**src/rtl/fifo_arb_pkg.sv**
```systemverilog
// Shared types and helpers for the FIFO write-port arbiter.
package fifo_arb_pkg;

    typedef enum logic {
        IDLE   = 1'b0,
        LOCKED = 1'b1
    } arb_state_e;

    // Keeps one-bit minimum so an ID port never collapses to zero width.
    function automatic int clog2_min1(input int n);
        return (n <= 2) ? 1 : $clog2(n);
    endfunction

endpackage

```
**src/rtl/fifo_wr_arbiter_rr_pick.sv**
```systemverilog
// Round-robin picker: first set bit of req at or after start, wrapping modulo NUM_REQ.
module rr_pick #(
    parameter int NUM_REQ  = 4,
    parameter int ID_WIDTH = 2
) (
    input  logic [NUM_REQ-1:0]  req,
    input  logic [ID_WIDTH-1:0] start,
    output logic                found,
    output logic [ID_WIDTH-1:0] idx
);

    localparam logic [ID_WIDTH:0] WRAP = (ID_WIDTH+1)'(NUM_REQ);

    logic [NUM_REQ-1:0]  rotated;
    logic [ID_WIDTH-1:0] offset;
    logic [ID_WIDTH:0]   sum;

    // Rotate so start sits at bit 0, take the lowest set bit, then undo the rotation.
    always_comb begin
        rotated = NUM_REQ'({req, req} >> start);
        found   = 1'b0;
        offset  = '0;
        for (int i = NUM_REQ - 1; i >= 0; i--) begin
            if (rotated[i]) begin
                found  = 1'b1;
                offset = ID_WIDTH'(i);
            end
        end
        sum = {1'b0, start} + {1'b0, offset};
        if (sum >= WRAP) begin
            sum = sum - WRAP;
        end
        idx = sum[ID_WIDTH-1:0];
    end

endmodule

```
**src/rtl/fifo_wr_arbiter.sv**
```systemverilog
// Round-robin arbiter sharing one FIFO write port among NUM_REQ producers, zero added latency.
// Optional burst lock is built only when ARB_LOCK_EN is defined.
import fifo_arb_pkg::*;

module fifo_wr_arbiter #(
    parameter  int NUM_REQ    = 4,
    parameter  int DATA_WIDTH = 8,
    parameter  int MAX_BURST  = 4,
    localparam int ID_WIDTH   = clog2_min1(NUM_REQ)
) (
    input  logic                           clk,
    input  logic                           rst_n,
    input  logic [NUM_REQ-1:0]             req_valid,
    input  logic [NUM_REQ*DATA_WIDTH-1:0]  req_data,
    input  logic [NUM_REQ-1:0]             req_lock,
    output logic [NUM_REQ-1:0]             req_ready,
    input  logic                           fifo_full,
    output logic                           fifo_w_en,
    output logic [ID_WIDTH+DATA_WIDTH-1:0] fifo_wdata,
    output logic [ID_WIDTH-1:0]            grant_id,
    output logic                           grant_valid
);

    logic [ID_WIDTH-1:0]   rr_ptr_q, rr_ptr_d;
    logic [NUM_REQ-1:0]    elig_mask;
    logic                  pick_found;
    logic [ID_WIDTH-1:0]   pick_idx;
    logic                  xfer;
    logic [DATA_WIDTH-1:0] payload;

    function automatic logic [ID_WIDTH-1:0] next_id(input logic [ID_WIDTH-1:0] id);
        return (id == ID_WIDTH'(NUM_REQ - 1)) ? '0 : id + 1'b1;
    endfunction

`ifdef ARB_LOCK_EN
    localparam int CNT_WIDTH = $clog2(MAX_BURST + 1);
    localparam logic [CNT_WIDTH:0] BURST_LIMIT = (CNT_WIDTH+1)'(MAX_BURST);

    arb_state_e           state_q, state_d;
    logic [ID_WIDTH-1:0]  lock_owner_q, lock_owner_d;
    logic [CNT_WIDTH-1:0] burst_cnt_q, burst_cnt_d;
    logic [CNT_WIDTH:0]   cnt_next;

    always_comb begin
        elig_mask = req_valid;
        if (state_q == LOCKED) begin
            elig_mask = req_valid & (NUM_REQ'(1) << lock_owner_q);
        end
    end
`else
    logic unused_lock;
    assign unused_lock = ^req_lock;
    assign elig_mask   = req_valid;
`endif

    rr_pick #(
        .NUM_REQ (NUM_REQ),
        .ID_WIDTH(ID_WIDTH)
    ) u_rr_pick (
        .req  (elig_mask),
        .start(rr_ptr_q),
        .found(pick_found),
        .idx  (pick_idx)
    );

    always_comb begin
        payload = '0;
        for (int i = 0; i < NUM_REQ; i++) begin
            if (pick_idx == ID_WIDTH'(i)) begin
                payload = req_data[i*DATA_WIDTH +: DATA_WIDTH];
            end
        end
    end

    // Gating with rst_n keeps every output at zero while reset is asserted.
    assign xfer        = rst_n & pick_found & ~fifo_full;
    assign grant_valid = xfer;
    assign fifo_w_en   = xfer;
    assign grant_id    = xfer ? pick_idx : '0;
    assign req_ready   = xfer ? (NUM_REQ'(1) << pick_idx) : '0;
    assign fifo_wdata  = xfer ? {pick_idx, payload} : '0;

    always_comb begin
        rr_ptr_d = rr_ptr_q;
`ifdef ARB_LOCK_EN
        state_d      = state_q;
        lock_owner_d = lock_owner_q;
        burst_cnt_d  = burst_cnt_q;
        cnt_next     = {1'b0, burst_cnt_q} + 1'b1;
        case (state_q)
            IDLE: begin
                if (xfer) begin
                    rr_ptr_d = next_id(pick_idx);
                    if (req_lock[pick_idx]) begin
                        state_d      = LOCKED;
                        lock_owner_d = pick_idx;
                        burst_cnt_d  = CNT_WIDTH'(1);
                    end
                end
            end
            LOCKED: begin
                // Without a full FIFO, no transfer here means the owner went idle.
                if (!fifo_full) begin
                    if (xfer && req_lock[lock_owner_q] && (cnt_next < BURST_LIMIT)) begin
                        burst_cnt_d = cnt_next[CNT_WIDTH-1:0];
                    end else begin
                        state_d     = IDLE;
                        rr_ptr_d    = next_id(lock_owner_q);
                        burst_cnt_d = '0;
                    end
                end
            end
            default: state_d = IDLE;
        endcase
`else
        if (xfer) begin
            rr_ptr_d = next_id(pick_idx);
        end
`endif
    end

    always_ff @(posedge clk) begin
        if (!rst_n) begin
            rr_ptr_q     <= '0;
`ifdef ARB_LOCK_EN
            state_q      <= IDLE;
            lock_owner_q <= '0;
            burst_cnt_q  <= '0;
`endif
        end else begin
            rr_ptr_q     <= rr_ptr_d;
`ifdef ARB_LOCK_EN
            state_q      <= state_d;
            lock_owner_q <= lock_owner_d;
            burst_cnt_q  <= burst_cnt_d;
`endif
        end
    end

endmodule

```
**config.mk**
```make
export PLATFORM = sky130hd
export DESIGN_NAME = fifo_wr_arbiter
export DESIGN_NICKNAME = d
export VERILOG_FILES = /design/src/rtl/fifo_arb_pkg.sv /design/src/rtl/fifo_wr_arbiter_rr_pick.sv /design/src/rtl/fifo_wr_arbiter.sv
export SDC_FILE = /design/constraint.sdc
export NUM_CORES = 1
export LEC_CHECK = 0
export ABC_AREA = 0
export CORE_MARGIN = 2
export CORE_UTILIZATION = 32
export CTS_CLUSTER_SIZE = 8
export DETAILED_ROUTE_END_ITERATION = 8
export PLACE_DENSITY = 0.81
export SLEW_MARGIN = 25
export SYNTH_ARGS = -nofsm -noshare
export SYNTH_HDL_FRONTEND = slang
export SYNTH_SLANG_ARGS = --single-unit
```
**constraint.sdc**
```tcl
create_clock -name clk -period 5.5 [get_ports clk]
set_input_delay 1.375 -clock clk [delete_from_list [all_inputs] [get_ports clk]]
set_output_delay 1.375 -clock clk [all_outputs]
set_load 0.02 [all_outputs]
```
# Yosys cells after proc, flatten, opt, wreduce, memory -nomap -nowiden
# Index checks and enable logic that the tools add are counted.
# Widths: inputs -> output; s select.
dict set report totals {
  regBits 2
  latch_bits 0
  ram_bits 0
  romBits 0
  input_bits 43
  output_inout_bits 18
  elab_cells 31
  n_memories 0
}
dict set report op_classes {
  addsub 3
  multipliers 0
  div_mod_pow 0
  n_lt_le_gt_ge 1
  n_eq_ne 3
  n_shift 2
  n_mux 17
  bitwise 3
  n_reduce_logical 1
}
# op n
set ops {}
lappend ops {{$mux 8} 4}
lappend ops {{$mux 2} 7}
lappend ops {{$mux 10} 1}
lappend ops {{$shr 8x2->4} 1}
lappend ops {{$eq 2x2->1 const B} 2}
lappend ops {{$mux 1} 4}
lappend ops {{$mux 4} 1}
lappend ops {{$shl 1x2->4 const A} 1}
lappend ops {{$add 2x2->3} 1}
lappend ops {{$ge 3x3->1 const B} 1}
lappend ops {{$add 2x1->2 const B} 1}
lappend ops {{$and 1x1->1} 2}
lappend ops {{$eq 2x1->1 const B} 1}
lappend ops {{$logic_not 2->1} 1}
lappend ops {{$sub 2x1->2 const B} 1}
lappend ops {{$not 1->1} 1}

# Logic depth before layout (Yosys ltp)
dict set report logic_depth {
  word_depth 14
  mapped_depth 15
}

# Cells and area by module
# Synthesis repeated with hierarchy kept, for this count alone.
dict set report hier_totals {
  hier_cells 90
  area_unflattened_um2 780.7
}
# mod n_inst cells_each area_each_um2 seq_area_each_um2
set modules_own_cells {}
lappend modules_own_cells {fifo_wr_arbiter 1 67 600.6 40.0}
lappend modules_own_cells {rr_pick 1 23 180.2 0.0}

# Least setup slack after synthesis
# Ideal clock, no wire load.
dict set report synth_path {
  path_type {input-to-output}
  start {input req_valid[2]}
  end {output fifo_wdata[0]}
  t_arrival_ns 3.717
  required_ns 4.125
  setup_slack_ns 0.408
  path_stages 13
  cell_sequence {buf_2 -> nor2_2 -> nor3_1 -> a21oi_1 -> o211ai_1 -> ha_1 -> xnor2_1 -> xnor2_1 -> ha_1 -> clkbuf_1 -> a221oi_1 -> a211o_1 -> a21oi_1}
}
dict set report synth_between {
  elab_chain_cells 14
  word_cells_on_any_way 24
  cone_classes {add/sub: 2; order compare: 1; eq/ne: 3; shift: 1; mux: 14; bitwise: 2; reduce/logical: 1}
}
# item line_no
set synth_lines {}
lappend synth_lines {{start, declared} fifo_wr_arbiter.sv:13} ;# input logic [NUM_REQ-1:0] req_valid,
lappend synth_lines {{$shr 8x2->4 *} fifo_wr_arbiter_rr_pick.sv:20} ;# rotated = NUM_REQ'({req, req} >> start);
lappend synth_lines {{$mux 2 (4 in a row)} fifo_wr_arbiter_rr_pick.sv:24} ;# if (rotated[i]) begin
lappend synth_lines {{$add 2x2->3} fifo_wr_arbiter_rr_pick.sv:29} ;# sum = {1'b0, start} + {1'b0, offset};
lappend synth_lines {{$ge 3x3->1 or $sub 2x1->2 (tied branches)} {fifo_wr_arbiter_rr_pick.sv:30, fifo_wr_arbiter_rr_pick.sv:31}}
lappend synth_lines {{$mux 2} fifo_wr_arbiter_rr_pick.sv:30} ;# if (sum >= WRAP) begin
lappend synth_lines {{$logic_not 2->1} fifo_wr_arbiter.sv:69} ;# if (pick_idx == ID_WIDTH'(i)) begin
lappend synth_lines {{$mux 8 (4 in a row)} fifo_wr_arbiter.sv:69}
lappend synth_lines {{$mux 10 *} fifo_wr_arbiter.sv:81} ;# assign fifo_wdata = xfer ? {pick_idx, payload} : '0;
lappend synth_lines {{end, declared} fifo_wr_arbiter.sv:19} ;# output logic [ID_WIDTH+DATA_WIDTH-1:0] fifo_wdata,
# Mark *: on every way between the ends. The rest lies on a longest branch, timed or not.

# Final worst setup path
dict set report layout_path {
  start {input req_valid[3]}
  end {output fifo_wdata[2]}
}
# Same word-level chain as after synthesis.

==> results list <==
- Post-route worst setup slack: 0.219 ns
- Using the TritonRoute via totals, the vias-per-cell ratio works out to 5.00.
- FMAX: 189 MHz
- Largest buffer count on any clock path: 2
* Min-Delay Path Class: reg2reg
- Internal power: roughly 0.00036 W
- Y dimension of the die: 51.2 um
- For the pin with the worst max-slew slack, the measured transition is 0.466 ns.
* Largest family of logic cells by synthesized area: compound AO/OA/AOI/OAI gates
- Buffers inserted during clock tree synthesis total 3.
- Iteration-0 DRC count of the detailed router: 19
- Measured along the x axis, the die boundary spans 51.2 um.
- The later pin in the worst-skew pair is clocked with a latency of 0.23 ns.
- Per-cell routed wire length: approximately 13 um
- Setup-failing EPs final: 0
- Area used by sequential logic in the layout: 40.0 sq um
- Slew headroom: 0.689
- Depth of the most critical reg-to-reg path: 13
* Via count of the routed design: 1041
- Critical path arrival: a little under 4 ns
- Mapped Cells: 108
- Xor/xnor share of the synthesized area: 0.0492
- Total overflow reported by the global router: 0
- The final count of hold timing violations was 0.
- Placement-stage worst setup slack: -0.604 ns
* Number of design rule violations left after detail routing: 0
- Share of total power in combinational logic: 0.893
* Worst path slowest cell: sky130_fd_sc_hd__a211o_1
- The post-synthesis compound-gate area fraction came to 0.366.
- VDD sags by at most around 0.22 mV.
- After floorplanning, the core was divided into 17 placement rows.
* Status: finished, final reports clean
* Total number of nets in the final design: 230
- Count of input and output buffers: 56
* Post-synthesis mux area share: 0.0422
- Overall power consumption after layout is estimated at 0.000666 W.
- The worst setup path is launched from an input port.
* Most crowded layer after global routing: met2
- The via count of the first global-routing pass was between 1000 and 1500.
- Area Overhead vs Synth: 107%
- Yosys printed 0 warnings.
- The share of synthesized area in the top cell type comes to 0.0879.
* Max-Cap Viols: 0
- Critical Path RT: 4.12 ns
- Number of antenna violations at the first check in global routing: 0
- The analysis attributes to net switching a power of 0.000302 W.
* Maximum level of the CTS H-tree: 1
- The number of antenna diodes in the final layout is 0.
- Worst clock skew: 0.00657 ns
- Post-Syn Area per Cell: between 6 and 7 sq um
* Initial Util: 0.331
- For this design the ratio of total power to cell area is 453 nW/um^2.
* Cell types with the largest area share after synthesis: sky130_fd_sc_hd__ha_1 8.8%, sky130_fd_sc_hd__a211o_1 8.6%, sky130_fd_sc_hd__a221oi_1 8.6%
- Final period util: 0.960
* Type of destination of the critical path: primary output
- After legalization and detailed placement, the total HPWL measured 2.09 mm.
- More flip-flops sit in one register than any other, and that register is rr_ptr_q.
* Boundary pin count: 61
* Sequential cell area fraction in the yosys report: 0.0562
- At the end of the flow the core is filled with cells to 0.684.
- The critical path in this run is classified as in2out.
- Number of nets with antenna violations after routing: 0
- The register with the most flip-flops in the layout has 2 of them.
* Fill cell instance count of the final layout: 184
- Cell chain of the critical path: clkdlybuf4s15_1 > inv_1 > and3_2 > o21ai_0 > o211ai_1 > ha_2 > xnor2_4 > xnor2_2 > ha_1 > nor2b_1 > buf_4 > a221oi_1 > a211o_1 > a21oi_1 > buf_2
- Portion of total power attributed to the clock network: 0.050
- The tree built by TritonCTS fans out to 2 sinks.
- Largest regs: rr_ptr_q x2
- Global router's overall resource usage: 0.207
* Sequential cell fraction of total power: 0.057
* Post-synthesis instance area: about 710 sq um
- The worst hold path passes through 2 cells.
* Pins over their slew limit: 0
- Setup repair after global routing left no endpoint under its margin.
* Multi-input combinational cell area: about 600 sq um
- Met3 layer usage reported by global route: 0.0468
- Area of the core: 2150 sq um
- Adder-Cell Fraction of Synth Area: 0.0879
* Cell taking the most area after synthesis: sky130_fd_sc_hd__ha_1
* Final standard cell area without fillers: between 1000 and 1500 sq um
- The finished layout holds ~210 standard cells, fillers aside.
* Largest net degree at the start of global routing: 13
* Ratio of cells with drive above 1 in the final layout: 0.272
- Met1 Resource Use GR: 0.231
* Worst-path maximum fanout: 7
- Clock-pin slew was measured on the worst setup and hold paths at 0.03 ns.
- For this run, the detailed router's first-pass iteration total came to 4.
* Time the final worst path needs with I/O delays and setup: 5.28 ns
- Static Leakage: 0.691 nW
- The first global-routing pass estimated approximately 4.3 mm of wire.
- Weighted congestion at the end of routability-driven global placement: 0.699
- Synthesis instantiated 31 different standard cells from the library.
- Fraction of met2 tracks used by global routing: 0.387
- The number of nets handed over by synthesis was roughly 160.
- CTS placed an instance of sky130_fd_sc_hd__clkbuf_4 at the clock tree root.
- DRT Wirelength: 2.69 mm
- Die Area: 2620 sq um
* Post-synthesis sequential element count: 2
- In this run, placement finished with an instance count of 202.
- Max incr delay on CP: approximately 0.27 ns
* Synthesized-area fraction occupied by and/or/nand/nor cells: 0.248
* Clock tree from TritonCTS: yes
- The placed instances occupy a cell area of 1410 sq um.
- Switching share of power: 0.453
-- power by group through the flow --
stage / clock network [W] / registers, W / logic, W
6_report: 0.0000333 / 0.0000378 / 0.000595
5_1_grt: 0.0000341 / 0.0000392 / 0.000651
4_1_cts: 0.0000343 / 0.0000352 / 0.000589
3_5_place_dp: 0 / 0.0000340 / 0.000575
3_3_place_gp: 0 / 0.0000327 / 0.000556
2_1_floorplan: 0 / 0.0000216 / 0.000352
-- layer usage --
layer,share of wire,vias to the layer above
met2,0.49,48
met1,0.40,470
met3,0.098,5
met4,0.0097,0
met5,0,-
li1,-,518
-- critical path: cells and delay by family --
family          cells  cell delay (ns)
compound gates      5             0.75
buf+inv             4             0.69
fa+ha+maj           2             0.44
xor+xnor            2             0.33
simple gates        2             0.32
-- worst paths after layout --
path / end / from / slack, ns
setup / recovery: fifo_wdata[2] / req_valid[3] / 0.22
hold / removal: rr_ptr_q[1]$_SDFFE_PN0P_ / rr_ptr_q[1]$_SDFFE_PN0P_ / 0.71
setup reg to reg: rr_ptr_q[0]$_SDFFE_PN0P_ / rr_ptr_q[0]$_SDFFE_PN0P_ / 2.96
hold reg to reg: rr_ptr_q[1]$_SDFFE_PN0P_ / rr_ptr_q[1]$_SDFFE_PN0P_ / 0.71
-- Yosys cell counts --
cell type	count
sky130_fd_sc_hd__o21ai_0	2
sky130_fd_sc_hd__o32ai_2	1
sky130_fd_sc_hd__dfxtp_1	2
sky130_fd_sc_hd__nor3_1	2
sky130_fd_sc_hd__clkbuf_1	4
sky130_fd_sc_hd__xor2_1	1
sky130_fd_sc_hd__and2_1	4
sky130_fd_sc_hd__ha_1	5
sky130_fd_sc_hd__o32ai_1	1
sky130_fd_sc_hd__a21oi_1	11
sky130_fd_sc_hd__o211ai_1	1
sky130_fd_sc_hd__nor2_2	1
sky130_fd_sc_hd__clkinv_1	1
sky130_fd_sc_hd__buf_2	5
sky130_fd_sc_hd__nand2_1	11
sky130_fd_sc_hd__buf_4	3
sky130_fd_sc_hd__a221oi_1	7
sky130_fd_sc_hd__or2b_1	1
sky130_fd_sc_hd__mux2i_1	3
sky130_fd_sc_hd__nor2b_1	1
sky130_fd_sc_hd__nor4_1	1
sky130_fd_sc_hd__inv_1	11
sky130_fd_sc_hd__nor2_1	13
sky130_fd_sc_hd__a32oi_2	1
sky130_fd_sc_hd__a22oi_1	1
sky130_fd_sc_hd__nand2b_1	1
sky130_fd_sc_hd__a211o_1	7
sky130_fd_sc_hd__and3_2	1
sky130_fd_sc_hd__a21oi_4	1
sky130_fd_sc_hd__xnor2_1	3
sky130_fd_sc_hd__nand2_4	1
-- cell usage in the layout, fill, tap and decap left out, drive strengths merged --
| cell type | count |
|---|---|
| xor2 | 1 |
| a211o | 7 |
| a22oi | 1 |
| a221oi | 7 |
| o211ai | 1 |
| and3 | 1 |
| dlymetal6s2s | 2 |
| nand2 | 12 |
| o21ai | 2 |
| nor2 | 14 |
| o32ai | 2 |
| nor4 | 1 |
| buf | 32 |
| and2 | 4 |
| clkdlybuf4s15 | 2 |
| a21oi | 12 |
| ha | 5 |
| a32oi | 1 |
| clkdlybuf4s50 | 42 |
| dfxtp | 2 |
| inv | 11 |
| xnor2 | 3 |
| nor3 | 2 |
| dlygate4sd2 | 2 |
| mux2i | 3 |
| clkbuf | 4 |
| or2b | 1 |
| nand2b | 1 |
| clkinv | 1 |
| nor2b | 1 |
-- layout make-up --
class                   count  area share
multi-input cells          82       0.416
well taps                  28      0.0238
repair buffers             81       0.487
inverters                  12      0.0306
clock buffers               3      0.0153
flip-flops and latches      2      0.0272
-- metrics by stage --
stage	hold WS [ns]	TNS, ns
finish	0.713	0
global placement	0.618	-3.88
detailed placement	0.630	-5.06
floorplan	0.666	0
CTS	0.678	0
global route	0.751	0
-- timing repair --
| action | in CTS | in global routing |
|---|---|---|
| buffers inserted | 3 | 0 |
| pin swaps | 2 | 1 |
| endpoints found under the setup margin | 12 | 13 |
| hold endpoints to repair | 0 | 0 |
| hold buffers | 0 | 0 |
| resized for setup | 39 | 10 |
-- cell families (layout without fill, tap and decap cells) --
group,count (synthesis),count (layout)
and+or+nand+nor,37,37
AOI/OAI and AO/OA,33,33
buffers and inverters,24,96
adders and majority gates,5,5
xor gates and xnor gates,4,4
muxes,3,3
DFF,2,2
(Power assumes the default switching activity.)
==> RTL edit 1: new RTL, same flow settings <==
`NUM_REQ` is set to 4 in 2 places; all go to 3.
--- a/src/rtl/fifo_wr_arbiter_rr_pick.sv
+++ b/src/rtl/fifo_wr_arbiter_rr_pick.sv
@@ -1,6 +1,6 @@
 // Round-robin picker: first set bit of req at or after start, wrapping modulo NUM_REQ.
 module rr_pick #(
-    parameter int NUM_REQ  = 4,
+    parameter int NUM_REQ  = 3,
     parameter int ID_WIDTH = 2
 ) (
     input  logic [NUM_REQ-1:0]  req,
--- a/src/rtl/fifo_wr_arbiter.sv
+++ b/src/rtl/fifo_wr_arbiter.sv
@@ -3,7 +3,7 @@
 import fifo_arb_pkg::*;
 
 module fifo_wr_arbiter #(
-    parameter  int NUM_REQ    = 4,
+    parameter  int NUM_REQ    = 3,
     parameter  int DATA_WIDTH = 8,
     parameter  int MAX_BURST  = 4,
     localparam int ID_WIDTH   = clog2_min1(NUM_REQ)
Interface: changed (resized req_data, req_lock, req_ready and req_valid); port bits go from 61 to 50. The function was not compared with the original's and may differ.
==> RTL edit 1 against the original RTL <==
  * Wire length decreased by 18%
  * Critical path type unchanged
  * Worst setup slack got worse by 32 ps
  * Synthesized cell count decreased by 31%
  * Design area decreased by 16%
  * Synthesized area decreased by 15%
  * Die area decreased by 14%
  * Sequential cell count unchanged
  * Clock skew decreased by 3.9 ps
  * Total power increased by 44%
==> RTL edit 1: results (changes against the original RTL) <==
| Metric | Value |
|---|---|
| Run status | `finished, final reports clean (unchanged)` |
| Vias | `845 (was 1041)` |
| Register share of the cell area | `3.236% (was 2.723%)` |
| Number of global-route vias before repair | `863 (was 1013)` |
| Multi-input gates | `62 (was 82)` |
| Aggregate global-route resource usage | `19.88% (was 20.75%)` |
| Synth area leaders | `a222oi_1 (9.9%), nor2_1 (6.8%), dfxtp_1 (6.6%) (was ha_1 (8.8%), a211o_1 (8.6%), a221oi_1 (8.6%))` |
| Initial antenna violation count | `0 (unchanged)` |
| Placed cell area | `1114 um^2 (was 1410 um^2)` |
| Ant diodes | `0 (unchanged)` |
| NonClk Buf Share | `42.47% (was 48.68%)` |
| Worst vdd ir | `0.4679 mV (was 0.2167 mV)` |
| Switch share | `48.49% (was 45.33%)` |
| CTS H-Tree Depth | `1 (unchanged)` |
| Arrival time of the worst setup path | `3940 ps (was 3910 ps)` |
| Synthesized net count | `111 (was 156)` |
| Clk_skew | `2.661 ps (was 6.566 ps)` |
| Overall power | `0.9584 mW (was 0.6657 mW)` |
| Bufs w/o clock | `60 (was 81)` |
| Fillers | `151 (was 184)` |
| Initial drt markers | `32 (was 19)` |
| Mux share of post-synthesis cell area | `7.453% (was 4.218%)` |
| Cts repair resizes | `62 (was 39)` |
| Combinational power | `0.894 mW (was 0.595 mW)` |
| Multi-input gate share of total cell area | `47.83% (was 41.62%)` |
| Dpl cells | `148 (was 202)` |
| Setup bufs post-CTS | `4 (was 3)` |
| Layout Area Growth over Synthesis | `104.8% (was 106.5%)` |
| Seq/Total Area, Yosys | `6.625% (was 5.624%)` |
| First-pass GRT wire length | `3305 um (was 4264 um)` |
| Commonest cells in the netlist | `nor2_1 (11), inv_1 (7), a222oi_1 (6) (was nor2_1 (13), a21oi_1 (11), inv_1 (11), nand2_1 (11))` |
| Leak | `0.5635 nW (was 0.6911 nW)` |
| Port Buf Inserts | `46 (was 56)` |
| DP Worst Slack | `-759.1 ps (was -603.5 ps)` |
| Top Registers | `rr_ptr_q x2 (unchanged)` |
| Share of post-route cells with drive strength above 1 | `39.55% (was 27.22%)` |
| Synthesized flop and latch total | `2 (unchanged)` |
| Compound-Gate Fraction of Synth Area | `37.47% (was 36.56%)` |
| Mean Syn Cell Area | `8.058 um^2 (was 6.592 um^2)` |
| Slew HR | `73.51% (was 68.87%)` |
| Final #Nets | `172 (was 230)` |
| Post-Route WL | `2203 um (was 2691 um)` |
| Post-synthesis cell type count | `36 (was 31)` |
| Critical path's slowest cell | `fa_1 (was a211o_1)` |
| Layout clock area frac | `1.820% (was 1.532%)` |
| Post-Synth Adder-Cell Area | `7.453% (was 8.787%)` |
| Max stage delay on crit path | `570 ps (was 270 ps)` |
| Gpl congestion | `0.6897 (was 0.6985)` |
| HPWL after DPL | `1641 um (was 2088 um)` |
| Clock share of power | `3.2% (was 5.0%)` |
| XOR/XNOR Fraction of Synth Area | `0% (was 4.921%)` |
| Syn Inst Count | `75 (was 108)` |
| Vias/cell | `5.314 (was 5.005)` |
| Inverter count | `7 (was 12)` |
| Largest net degree at the start of global routing | `12 (was 13)` |
## RTL edit 1: metal layers
| layer | vias to the layer above | part of all wire (%) | global-route usage (%) |
|---|---|---|---|
| li1 | 409 | - | - |
| met5 | - | 0 | 0 |
| met2 | 44 | 53 | 38.11 |
| met4 | 0 | 0.86 | 3.889 |
| met1 | 390 | 39 | 23.48 |
| met3 | 2 | 7.3 | 2.264 |
## RTL edit 1: path summary, 6_finish.rpt
check	start	endpoint	slack [ps]	cells after the start
worst min-delay path	rr_ptr_q[0]	rr_ptr_q[0]	600	2
worst max register to register	rr_ptr_q[1]	rr_ptr_q[1]	2800	12
worst min register to register	rr_ptr_q[0]	rr_ptr_q[0]	600	2
worst max-delay path	req_valid[2]	fifo_wdata[0]	190	14
## RTL edit 1: worst register-to-register path: stages, from the launching register on
cell	delay [ps]
dfxtp_1	490
inv_1	180
a211oi_2	230
a21oi_2	50
ha_2	170
inv_1	50
fa_1	440
buf_4	150
buf_4	140
nand4b_1	120
buf_4	150
o31ai_4	110
o311a_1	300
==> RTL edit 2: new RTL, same flow settings <==
Without the edit above. Reset style: asynchronous (`rst_n`), changed in one clocked block.
--- a/src/rtl/fifo_wr_arbiter.sv
+++ b/src/rtl/fifo_wr_arbiter.sv
@@ -119,7 +119,7 @@
 `endif
     end
 
-    always_ff @(posedge clk) begin
+    always_ff @(posedge clk or negedge rst_n) begin
         if (!rst_n) begin
             rr_ptr_q     <= '0;
 `ifdef ARB_LOCK_EN
Function: same outputs for any inputs over 10 cycles, from zero or initial values and one cycle with rst_n low; that may be too few to reach the edited logic, so the function may still have changed.
==> RTL edit 2 against the original RTL <==
  * Wire length up 6.6%
  * Clock skew up 2.7 ps
  * Total power rose by 40%
  * Synthesized area fell by 1.2%
  * Design area decreased by 2.0%
  * Non-clock buffer count is 7 lower
  * Die area shrank 1.1%
  * Critical path depth shrank 1
  * Count of clock-buffer cells in the layout is the same
  * Combinational power rose by 43%
  * Worst setup slack worse by 130 ps
  * Sequential cell count unchanged
  * Largest cell class unchanged
  * Largest power group unchanged
==> RTL edit 2: results (changes against the original RTL) <==
| Metric | Value |
|---|---|
| Post-synthesis cell type count | `34 (was 31)` |
| Non-Filler Instances | `193 (was 208)` |
| Asr flop ratio synth | `100.0% (was 0%)` |
| Clock group | `0.0339 mW (was 0.0333 mW)` |
| M3 GR Usage | `3.509% (was 4.678%)` |
| Cts repair resizes | `50 (was 39)` |
| Top_reg_cell synth | `dfrtp_1 (was dfxtp_1)` |
| Arrival time of the worst setup path | `4040 ps (was 3910 ps)` |
| Seq/Total Area, Yosys | `7.117% (was 5.624%)` |
| Vias/cell | `5.031 (was 5.005)` |
| Worst vdd ir | `0.4619 mV (was 0.2167 mV)` |
| Max stage delay on crit path | `350 ps (was 270 ps)` |
| DR WL met3 | `94 um (was 265 um)` |
| Critical path's slowest cell | `or3_1 (was a211o_1)` |
| Commonest cells in the netlist | `nand2_1 (14), inv_1 (11), a21oi_1 (10) (was nor2_1 (13), a21oi_1 (11), inv_1 (11), nand2_1 (11))` |
| Post-Synth Adder-Cell Area | `8.897% (was 8.787%)` |
| Slew HR | `68.94% (was 68.87%)` |
| Met2 Usage GRT | `37.72% (was 38.74%)` |
| Grt met1 use | `27.29% (was 23.14%)` |
| Syn Inst Count | `101 (was 108)` |
| Sequential standard cell area | `50.05 um^2 (was 40.04 um^2)` |
| Hold WS | `690.1 ps (was 712.7 ps)` |
| Max clock buf depth | `2 (unchanged)` |
| Worst R2R Setup Slack | `2890 ps (was 2960 ps)` |
| Leak | `0.6484 nW (was 0.6911 nW)` |
| Aggregate global-route resource usage | `21.31% (was 20.75%)` |
| Number of global-route vias before repair | `851 (was 1013)` |
| HPWL after DPL | `2154 um (was 2088 um)` |
| Final #Nets | `216 (was 230)` |
| Mux share of post-synthesis cell area | `2.847% (was 4.218%)` |
| Wire length on met2 | `1536 um (was 1314 um)` |
| DP Worst Slack | `-718.0 ps (was -603.5 ps)` |
| Met1 wire length | `1215 um (was 1085 um)` |
| Combinational power | `0.851 mW (was 0.595 mW)` |
| Largest net degree at the start of global routing | `19 (was 13)` |
| Share of post-route cells with drive strength above 1 | `28.31% (was 27.22%)` |
| Synth area leaders | `ha_1 (8.9%), a211o_1 (8.7%), a221oi_1 (8.7%) (was ha_1 (8.8%), a211o_1 (8.6%), a221oi_1 (8.6%))` |
| Drt wl/cell | `14.87 um (was 12.94 um)` |
| XOR/XNOR Fraction of Synth Area | `4.982% (was 4.921%)` |
| Internal Pwr Total | `0.4872 mW (was 0.3639 mW)` |
| Setup bufs post-CTS | `1 (was 3)` |
| Gpl congestion | `0.8068 (was 0.6985)` |
| First-pass GRT wire length | `4202 um (was 4264 um)` |
| Placed cell area | `1359 um^2 (was 1410 um^2)` |
| Initial drt markers | `15 (was 19)` |
| Highest Signal Layer | `met4 (unchanged)` |
| Compound-Gate Fraction of Synth Area | `36.12% (was 36.56%)` |
| Clk_skew | `9.264 ps (was 6.566 ps)` |
| Worst Slack Setup Final | `84.22 ps (was 219.2 ps)` |
| Synthesized net count | `149 (was 156)` |
| Switch share | `47.55% (was 45.33%)` |
| Fillers | `162 (was 184)` |
| Run status | `finished, final reports clean (unchanged)` |
RTL edit 2: changes by cell type after synthesis, sizes merged, moves of 2 or more:
cell and delta:
or4 +2, nand2 +2, o32ai -2, clkbuf +2, nor2 -12, buf -2, dfrtp +2, a21oi -2
dfxtp -2
RTL edit 2: area by class of cell:
cell class | count | area share [%]
Timing Repair Buffer | 74 | 47.31
Sequential cell | 2 | 3.472
Clock buffer | 3 | 1.563
Inverter | 12 | 3.125
Multi-Input combinational cell | 75 | 42.19
Tap cell | 27 | 2.344
RTL edit 2: worst paths after layout:
check,cells past startpoint,start,endpoint
setup / recovery,14,req_valid[2],fifo_wdata[1]
hold reg to reg,2,rr_ptr_q[0],rr_ptr_q[0]
setup reg to reg,11,rr_ptr_q[1],rr_ptr_q[0]
min in group asynchronous,1,rst_n,rr_ptr_q[0]
hold / removal,2,rr_ptr_q[0],rr_ptr_q[0]
max in group asynchronous,1,rst_n,rr_ptr_q[1]
